## src/rtl/trace_player_pkg.sv

```systemverilog
// Shared types and helpers for the trace player: FSM state encoding,
// trace entry layout, entry width function and saturating counter helper.
package trace_player_pkg;

  typedef enum logic [2:0] {
    S_IDLE,
    S_WAIT,
    S_EMIT,
    S_TAIL,
    S_DONE
  } state_t;

  localparam int LOOP_CNT_W = 16;

  // Field order of one stored trace word at the default geometry; the memory
  // packs the same order for any geometry: {delta, mask, data}.
  typedef struct packed {
    logic [31:0]  delta;
    logic [1:0]   mask;
    logic [127:0] data;
  } trace_entry_t;

  function automatic int entry_w(input int num_ch, input int data_w, input int delta_w);
    return delta_w + num_ch + num_ch * data_w;
  endfunction

  function automatic int data_lsb();
    return 0;
  endfunction

  function automatic int mask_lsb(input int num_ch, input int data_w);
    return num_ch * data_w;
  endfunction

  function automatic int delta_lsb(input int num_ch, input int data_w);
    return num_ch * data_w + num_ch;
  endfunction

  function automatic logic [LOOP_CNT_W-1:0] sat_inc(input logic [LOOP_CNT_W-1:0] v);
    return (&v) ? v : v + 1'b1;
  endfunction

endpackage

```

## src/rtl/trace_player_if.sv

```systemverilog
// Trace write port and replay output bundle. master = trace loader / consumer,
// slave = the trace player itself.
interface trace_player_if #(
    parameter int NUM_CH  = 2,
    parameter int DATA_W  = 64,
    parameter int DEPTH   = 16,
    parameter int DELTA_W = 32
);
    logic                       wr_en;
    logic [$clog2(DEPTH)-1:0]   wr_addr;
    logic [DELTA_W-1:0]         wr_delta;
    logic [NUM_CH-1:0]          wr_mask;
    logic [NUM_CH*DATA_W-1:0]   wr_data;
    logic [NUM_CH*DATA_W-1:0]   data_o;
    logic [NUM_CH-1:0]          new_input_o;

    modport master (
        output wr_en, wr_addr, wr_delta, wr_mask, wr_data,
        input  data_o, new_input_o
    );

    modport slave (
        input  wr_en, wr_addr, wr_delta, wr_mask, wr_data,
        output data_o, new_input_o
    );
endinterface

```

## src/rtl/trace_player_mem.sv

```systemverilog
// Trace entry storage: register array with one synchronous write port and a
// combinational read port. Contents are not reset.
module trace_mem #(
    parameter int ENTRY_W = 162,
    parameter int DEPTH   = 16
) (
    input  logic                     clk,
    input  logic                     we,
    input  logic [$clog2(DEPTH)-1:0] waddr,
    input  logic [ENTRY_W-1:0]       wentry,
    input  logic [$clog2(DEPTH)-1:0] raddr,
    output logic [ENTRY_W-1:0]       rentry
);
    logic [ENTRY_W-1:0] mem [DEPTH];

    always_ff @(posedge clk) begin
        if (we) begin
            mem[waddr] <= wentry;
        end
    end

    assign rentry = mem[raddr];
endmodule

```

## src/rtl/trace_player.sv

```systemverilog
// Replays stored multi-channel monitor events with programmed inter-event gaps.
// Optional build macro TRACE_PLAYER_LOOP_EN adds loop_i / loop_count (replay looping).
module trace_player
    import trace_player_pkg::*;
#(
    parameter int NUM_CH  = 2,
    parameter int DATA_W  = 64,
    parameter int DEPTH   = 16,
    parameter int DELTA_W = 32
) (
    input  logic                       clk,
    input  logic                       rst,
    input  logic                       en,
    input  logic                       start,
    input  logic                       abort,
    input  logic [$clog2(DEPTH):0]     num_entries,
    input  logic [DELTA_W-1:0]         tail_cycles,
`ifdef TRACE_PLAYER_LOOP_EN
    input  logic                       loop_i,
    output logic [LOOP_CNT_W-1:0]      loop_count,
`endif
    output logic                       busy,
    output logic                       done,
    output logic [$clog2(DEPTH)-1:0]   entry_idx,
    trace_player_if.slave              ifc
);
    localparam int AW = $clog2(DEPTH);
    localparam int DW = NUM_CH * DATA_W;
    localparam int EW = entry_w(NUM_CH, DATA_W, DELTA_W);

    state_t               state;
    logic [DELTA_W-1:0]   cnt;
    logic [AW-1:0]        idx;
    logic [AW:0]          num_q;
    logic [DELTA_W-1:0]   tail_q;
    logic [NUM_CH-1:0]    strobe_q;
    logic [DW-1:0]        data_q;
    logic                 busy_q;
    logic                 done_q;

    logic                 we;
    logic [EW-1:0]        wr_entry;
    logic [EW-1:0]        rd_entry;
    logic [AW-1:0]        rd_addr;
    logic [DELTA_W-1:0]   rd_delta;
    logic [NUM_CH-1:0]    rd_mask;
    logic [DW-1:0]        rd_data;
    logic [DW-1:0]        rd_masked;

    logic                 last;
    logic                 pass_end;
    logic                 loop_go;
    logic                 accept_start;
    logic [AW:0]          num_clamped;
    state_t               launch_state;
    logic [NUM_CH-1:0]    launch_mask;
    logic [DW-1:0]        launch_data;

    // Trace memory is only writable while no replay is in flight.
    assign we       = ifc.wr_en && en && (state == S_IDLE || state == S_DONE);
    assign wr_entry = {ifc.wr_delta, ifc.wr_mask, ifc.wr_data};

    trace_mem #(
        .ENTRY_W (EW),
        .DEPTH   (DEPTH)
    ) u_mem (
        .clk    (clk),
        .we     (we),
        .waddr  (ifc.wr_addr),
        .wentry (wr_entry),
        .raddr  (rd_addr),
        .rentry (rd_entry)
    );

    assign rd_data  = rd_entry[data_lsb() +: DW];
    assign rd_mask  = rd_entry[mask_lsb(NUM_CH, DATA_W) +: NUM_CH];
    assign rd_delta = rd_entry[delta_lsb(NUM_CH, DATA_W) +: DELTA_W];

    assign last         = (({1'b0, idx} + 1'b1) >= num_q);
    assign num_clamped  = (num_entries > (AW+1)'(DEPTH)) ? (AW+1)'(DEPTH) : num_entries;
    assign accept_start = start && (state == S_IDLE || state == S_DONE);
    assign pass_end     = (state == S_TAIL && cnt <= DELTA_W'(1)) ||
                          (state == S_EMIT && last && tail_q == '0);

`ifdef TRACE_PLAYER_LOOP_EN
    assign loop_go = loop_i && (num_q != '0);
`else
    assign loop_go = 1'b0;
`endif

    // The read port always presents the entry that will be launched next:
    // the pending entry while waiting, otherwise the successor or entry 0.
    always_comb begin
        rd_addr = '0;
        if (state == S_WAIT) begin
            rd_addr = idx;
        end else if (state == S_EMIT && !last) begin
            rd_addr = idx + 1'b1;
        end
    end

    always_comb begin
        rd_masked = '0;
        for (int c = 0; c < NUM_CH; c++) begin
            if (rd_mask[c]) begin
                rd_masked[c*DATA_W +: DATA_W] = rd_data[c*DATA_W +: DATA_W];
            end
        end
    end

    // A zero gap fires the entry straight away, so back-to-back entries need no bubble.
    assign launch_state = (rd_delta == '0) ? S_EMIT : S_WAIT;
    assign launch_mask  = (rd_delta == '0) ? rd_mask : '0;
    assign launch_data  = (rd_delta == '0) ? rd_masked : '0;

    always_ff @(posedge clk or negedge rst) begin
        if (!rst) begin
            state    <= S_IDLE;
            cnt      <= '0;
            idx      <= '0;
            num_q    <= '0;
            tail_q   <= '0;
            strobe_q <= '0;
            data_q   <= '0;
            busy_q   <= 1'b0;
            done_q   <= 1'b0;
        end else if (en) begin
            strobe_q <= '0;
            data_q   <= '0;
            if (abort) begin
                state  <= S_IDLE;
                cnt    <= '0;
                idx    <= '0;
                busy_q <= 1'b0;
                done_q <= 1'b0;
            end else begin
                case (state)
                    S_IDLE, S_DONE: begin
                        if (start) begin
                            num_q  <= num_clamped;
                            tail_q <= tail_cycles;
                            idx    <= '0;
                            busy_q <= 1'b1;
                            done_q <= 1'b0;
                            if (num_clamped == '0) begin
                                state <= S_TAIL;
                                cnt   <= tail_cycles;
                            end else begin
                                state    <= launch_state;
                                cnt      <= rd_delta;
                                strobe_q <= launch_mask;
                                data_q   <= launch_data;
                            end
                        end
                    end
                    S_WAIT: begin
                        if (cnt <= DELTA_W'(1)) begin
                            state    <= S_EMIT;
                            cnt      <= '0;
                            strobe_q <= rd_mask;
                            data_q   <= rd_masked;
                        end else begin
                            cnt <= cnt - 1'b1;
                        end
                    end
                    S_EMIT, S_TAIL: begin
                        if (pass_end) begin
                            if (loop_go) begin
                                idx      <= '0;
                                state    <= launch_state;
                                cnt      <= rd_delta;
                                strobe_q <= launch_mask;
                                data_q   <= launch_data;
                            end else begin
                                state  <= S_DONE;
                                cnt    <= '0;
                                busy_q <= 1'b0;
                                done_q <= 1'b1;
                            end
                        end else if (state == S_TAIL) begin
                            cnt <= cnt - 1'b1;
                        end else if (last) begin
                            state <= S_TAIL;
                            cnt   <= tail_q;
                        end else begin
                            idx      <= idx + 1'b1;
                            state    <= launch_state;
                            cnt      <= rd_delta;
                            strobe_q <= launch_mask;
                            data_q   <= launch_data;
                        end
                    end
                    default: state <= S_IDLE;
                endcase
            end
        end
    end

`ifdef TRACE_PLAYER_LOOP_EN
    always_ff @(posedge clk or negedge rst) begin
        if (!rst) begin
            loop_count <= '0;
        end else if (en && !abort) begin
            if (accept_start) begin
                loop_count <= '0;
            end else if (pass_end && loop_go) begin
                loop_count <= sat_inc(loop_count);
            end
        end
    end
`endif

    // Gating with en keeps a held strobe register from showing an event twice.
    assign ifc.new_input_o = strobe_q & {NUM_CH{en}};
    assign ifc.data_o      = en ? data_q : '0;
    assign busy            = busy_q;
    assign done            = done_q;
    assign entry_idx       = idx;
endmodule

```

## src/flat_wrapper.sv

```systemverilog
// flat-port wrapper written by rule: the top's interface ports become plain ports
module trace_player_flat import trace_player_pkg::*;
#(
    parameter int NUM_CH  = 2,
    parameter int DATA_W  = 64,
    parameter int DEPTH   = 16,
    parameter int DELTA_W = 32
)
  (clk, rst, en, start, abort, num_entries, tail_cycles, busy, done, entry_idx, ifc_wr_en, ifc_wr_addr, ifc_wr_delta, ifc_wr_mask, ifc_wr_data, ifc_data_o, ifc_new_input_o);
  trace_player_if #(.NUM_CH(NUM_CH), .DATA_W(DATA_W), .DEPTH(DEPTH), .DELTA_W(DELTA_W)) ifc_i ();
  input  logic clk;
  input  logic rst;
  input  logic en;
  input  logic start;
  input  logic abort;
  input  logic [$clog2(DEPTH):0] num_entries;
  input  logic [DELTA_W-1:0] tail_cycles;
  output logic busy;
  output logic done;
  output logic [$clog2(DEPTH)-1:0] entry_idx;
  input wire logic [$bits(ifc_i.wr_en)-1:0] ifc_wr_en;
  input wire logic [$bits(ifc_i.wr_addr)-1:0] ifc_wr_addr;
  input wire logic [$bits(ifc_i.wr_delta)-1:0] ifc_wr_delta;
  input wire logic [$bits(ifc_i.wr_mask)-1:0] ifc_wr_mask;
  input wire logic [$bits(ifc_i.wr_data)-1:0] ifc_wr_data;
  output wire logic [$bits(ifc_i.data_o)-1:0] ifc_data_o;
  output wire logic [$bits(ifc_i.new_input_o)-1:0] ifc_new_input_o;
  assign ifc_i.wr_en = ifc_wr_en;
  assign ifc_i.wr_addr = ifc_wr_addr;
  assign ifc_i.wr_delta = ifc_wr_delta;
  assign ifc_i.wr_mask = ifc_wr_mask;
  assign ifc_i.wr_data = ifc_wr_data;
  assign ifc_data_o = ifc_i.data_o;
  assign ifc_new_input_o = ifc_i.new_input_o;
  trace_player #(.NUM_CH(NUM_CH), .DATA_W(DATA_W), .DEPTH(DEPTH), .DELTA_W(DELTA_W)) u_core (.clk(clk), .rst(rst), .en(en), .start(start), .abort(abort), .num_entries(num_entries), .tail_cycles(tail_cycles), .busy(busy), .done(done), .entry_idx(entry_idx), .ifc(ifc_i));
endmodule
```

## config.mk

```make
export PLATFORM = sky130hd
export DESIGN_NAME = trace_player_flat
export DESIGN_NICKNAME = d
export VERILOG_FILES = /design/src/rtl/trace_player_pkg.sv /design/src/rtl/trace_player_if.sv /design/src/rtl/trace_player_mem.sv /design/src/rtl/trace_player.sv /design/src/flat_wrapper.sv
export SDC_FILE = /design/constraint.sdc
export NUM_CORES = 2
export LEC_CHECK = 0
export CORE_MARGIN = 3
export CORE_UTILIZATION = 35
export DETAILED_ROUTE_END_ITERATION = 8
export PLACE_DENSITY_LB_ADDON = 0.05
export SETUP_SLACK_MARGIN = 0.15
export SYNTH_ARGS = -nofsm -noshare
export SYNTH_HDL_FRONTEND = slang
export SYNTH_HIERARCHICAL = 1
export SYNTH_SLANG_ARGS = --single-unit
export TNS_END_PERCENT = 1
```

## constraint.sdc

```tcl
create_clock -name clk -period 14.6 [get_ports clk]
set_clock_uncertainty 0.1 [all_clocks]
set_input_delay 2.19 -clock clk [delete_from_list [all_inputs] [get_ports clk]]
set_output_delay 2.19 -clock clk [all_outputs]
set_load 0.01 [all_outputs]
```

==> flow_summary_export.csv <==
group,metric,value,unit
run_status,status,"finished clean",
logic_synthesis,syn_inst,5244,
logic_synthesis,postSynthNetCount,5461,
cells_and_area,final_nets,5945,
worst_setup_path,crit_fanout,63,
logic_synthesis,synth_commonest_cells,"2592 x edfxtp_1, 600 x mux4_2, 310 x nand2_1",
timing,relSlewSlack,0.124,
worst_setup_path,cp-end-kind,"register",
die,initial_core_util,0.353,
clock_tree,cts_max_level,5,
worst_setup_path,cp_top_family,"buffers and inverters",
timing,setup_viol,0,
clock_tree,clk_path_buf_depth,4,
hold_path,worstHoldPathType,"reg2reg",
timing,rsz0062_at_grt,"no",
logic_synthesis,ys.flop_type,"edfxtp_1",
die,row_count,203,
global_routing,grt_use_total,0.205,
logic_synthesis,synth.area.top_cells,"edfxtp_1 72%, mux4_2 12%, dfrtp_1 4.8%, a22oi_1 1.9%, a22o_1 1.1%",
clock_tree,cts_sinks,2800,
clock_tree,hold_buffers,0,
die,core_area,307000,sq um
die,io_pins,345,
cells_and_area,syn_to_final_growth,17.3,%
logic_synthesis,seq_area_frac_synth,0.765,
power_and_ir_drop,fin_total_pwr,19.3,mW
global_routing,grt_max_degree,135,
timing,hold_violations,0,
clock_tree,post_cts_resized,0,
logic_synthesis,async_flop_share,0.0743,
place,hpwl,167000,microns
cells_and_area,drive_gt1_frac,0.222,
logic_synthesis,yosys.area.top_type,"edfxtp_1",
timing,setup_tns,0,ns
global_routing,grt_pass1_wl,461000,microns
place,dp.cells,9506,
clock_tree,cts_buffers,320,
worst_setup_path,cp_common_cell,"buf_4",
power_and_ir_drop,powerDensity,152,nW/um^2
global_routing,grt-ovfl-total,0,
worst_setup_path,cp.arrival,10.47,ns
clock_tree,path_clk_slew,0.06,ns
clock_tree,cts_tree,"done",
place,finalWeightedCongestion,0.798,
drt,num_vias,55100,
worst_setup_path,startpoint_type,"register",
global_routing,antenna_found_initial,77,
clock_tree,clk_latency,0.90,ns
die,die-area,317000,sq um
timing,slew_violations,0,
logic_synthesis,syn-cell-area,109000,sq um
clock_tree,cts_root_buf,"clkbuf_16",
logic_synthesis,yosysMostFrequentCell,"edfxtp_1",
worst_setup_path,path_buf_inv,5,
timing,min_period,9.76,ns
place,portBuffers,344,
drt,wl,328000,microns
job,max_cap_viol_count,0,
die,die_w,563,microns
die,dieHeight,563,microns
worst_setup_path,crit_chain,"ha_1, xor2_1, ha_1, a21o_1, a31oi_1, o21ai_2, buf_4, nor3b_1, a22oi_1, nor2_4, buf_4, buf_4, mux4_2, a22oi_1, nand2_1, nor4_1, nand4_1, or2_2, a211o_1, a21oi_1, and2_4, buf_4, buf_4, a22o_1",
logic_synthesis,avgSynthCellArea,20.7,sq um
clock_tree,cts_setup_buffers,0,
drt,viasPerCell,5.44,
drt,initialDrtViolationCount,5341,
timing,fmax,102,MHz
worst_setup_path,max_stage_delay,0.90,ns
worst_setup_path,critPathSlowestCell,"buf_4",
timing,worst_slew_pin_slew,1.31,ns
logic_synthesis,synth_edf_count,2592,
worst_setup_path,worstSetupPathType,"reg2reg",
power_and_ir_drop,peakVddDrop,0.0922,mV
drt,wl_per_cell,32.4,microns
drt,ant_nets,0,
logic_synthesis,synth.distinct_cells,68,
worst_setup_path,critical_path_required,15.31,ns
logic_synthesis,synth_top_cell_area_share,0.717,
power_and_ir_drop,leakage,40.0,nW
global_routing,first_global_vias,57600,
cells_and_area,fin_cells,10100,
drt,drc,0,
drt,drtPass1Iterations,8,
timing,period_share,0.668,
logic_synthesis,yosysWarnings,6,
logic_synthesis,ys_ff_latch,2800,
-- path summary, 6_finish.rpt --
| path | start | end | slack, ns | depth (start not counted) |
|---|---|---|---|---|
| max reg2reg | u_core/entry_idx[0] | u_core/data_q[109] | 4.84 | 24 |
| min | u_core/strobe_q[0] | u_core/strobe_q[0] | 0.38 | 1 |
| min reg2reg | u_core/strobe_q[0] | u_core/strobe_q[0] | 0.38 | 1 |
| max | u_core/entry_idx[0] | u_core/data_q[109] | 4.84 | 24 |
| min in group asynchronous | rst | u_core/tail_q[7] | 1.19 | 1 |
| max in group asynchronous | rst | u_core/data_q[51] | 10.81 | 3 |
-- kinds of logic after synthesis --
kind of cell / Yosys count / synth area share
DFF: 2800 / 0.765
muxes: 764 / 0.141
and+or+nand+nor: 681 / 0.0312
AOI/OAI and AO/OA: 643 / 0.0445
buffers and inverters: 322 / 0.0152
xor gates and xnor gates: 26 / 0.00210
adders and majority gates: 8 / 0.000922
-- registers in the layout, summed over array words and instances, names as in the netlist --
name / cells
u_core/u_mem/mem: 2592
u_core/cnt: 32
u_core/done: 1
u_core/entry_idx: 4
u_core/data_q: 128
u_core/strobe_q: 2
u_core/tail_q: 32
u_core/num_q: 5
u_core/busy: 1
u_core/state: 3
-- routing by layer --
layer,GRT usage,wire length [microns],share of wire
met5,0,212,0.00065
met4,0.0496,7460,0.023
met3,0.0406,19600,0.060
met2,0.318,151000,0.46
met1,0.298,150000,0.46
-- power by group --
group | switching (mW) | total, mW | internal (mW)
combinational | 1.35 | 2.38 | 1.03
clock | 3.26 | 7.84 | 4.59
sequential | 0.141 | 9.10 | 8.96
-- worst reg2reg max path: cells and delay by family (launching register included) --
family	cells	cell delay, ns
xor+xnor	1	0.17
mux	1	0.48
buf+inv	5	3.29
fa+ha+maj	2	0.62
compound gates	8	1.86
flops	1	0.46
simple gates	7	2.70
-- placed cells by master (no fill, tap or decap), drive strengths merged, types with 27 or more instances in the layout --
cell type	instances
edfxtp	2592
mux4	600
clkbuf	461
clkdlybuf4s50	342
nand2	310
a22oi	271
dfrtp	208
and2	138
a22o	136
buf	130
mux2	99
clkinv	92
mux2i	65
o21ai	64
nor2	61
nor2b	40
o221ai	38
a21oi	36
nand2b	29
diode	27
inv	27
-- cell type report --
cell class / instances / area (sq um)
Tap cell: 4100 / 5130
Clock buffer: 461 / 9010
Timing Repair Buffer: 472 / 4660
Antenna cell: 27 / 67.6
Inverter: 12 / 52.6
Clock inverter: 127 / 1250
Fill cell: 27000 / 180000
Sequential cell: 2800 / 83000
Multi-Input combinational cell: 2122 / 24100
-- metrics by stage --
stage | utilization | cell area, sq um | setup WS, ns | hold WS (ns)
6_report | 0.414 | 127000 | 4.84 | 0.379
4_1_cts | 0.414 | 127000 | 4.81 | 0.379
3_5_place_dp | 0.381 | 117000 | 4.85 | 0.366
3_3_place_gp | 0.381 | 117000 | 4.86 | 0.366
5_1_grt | 0.414 | 127000 | 4.29 | 0.403
2_1_floorplan | - | 109000 | -0.367 | 0.343
(Power assumes the default switching activity.)
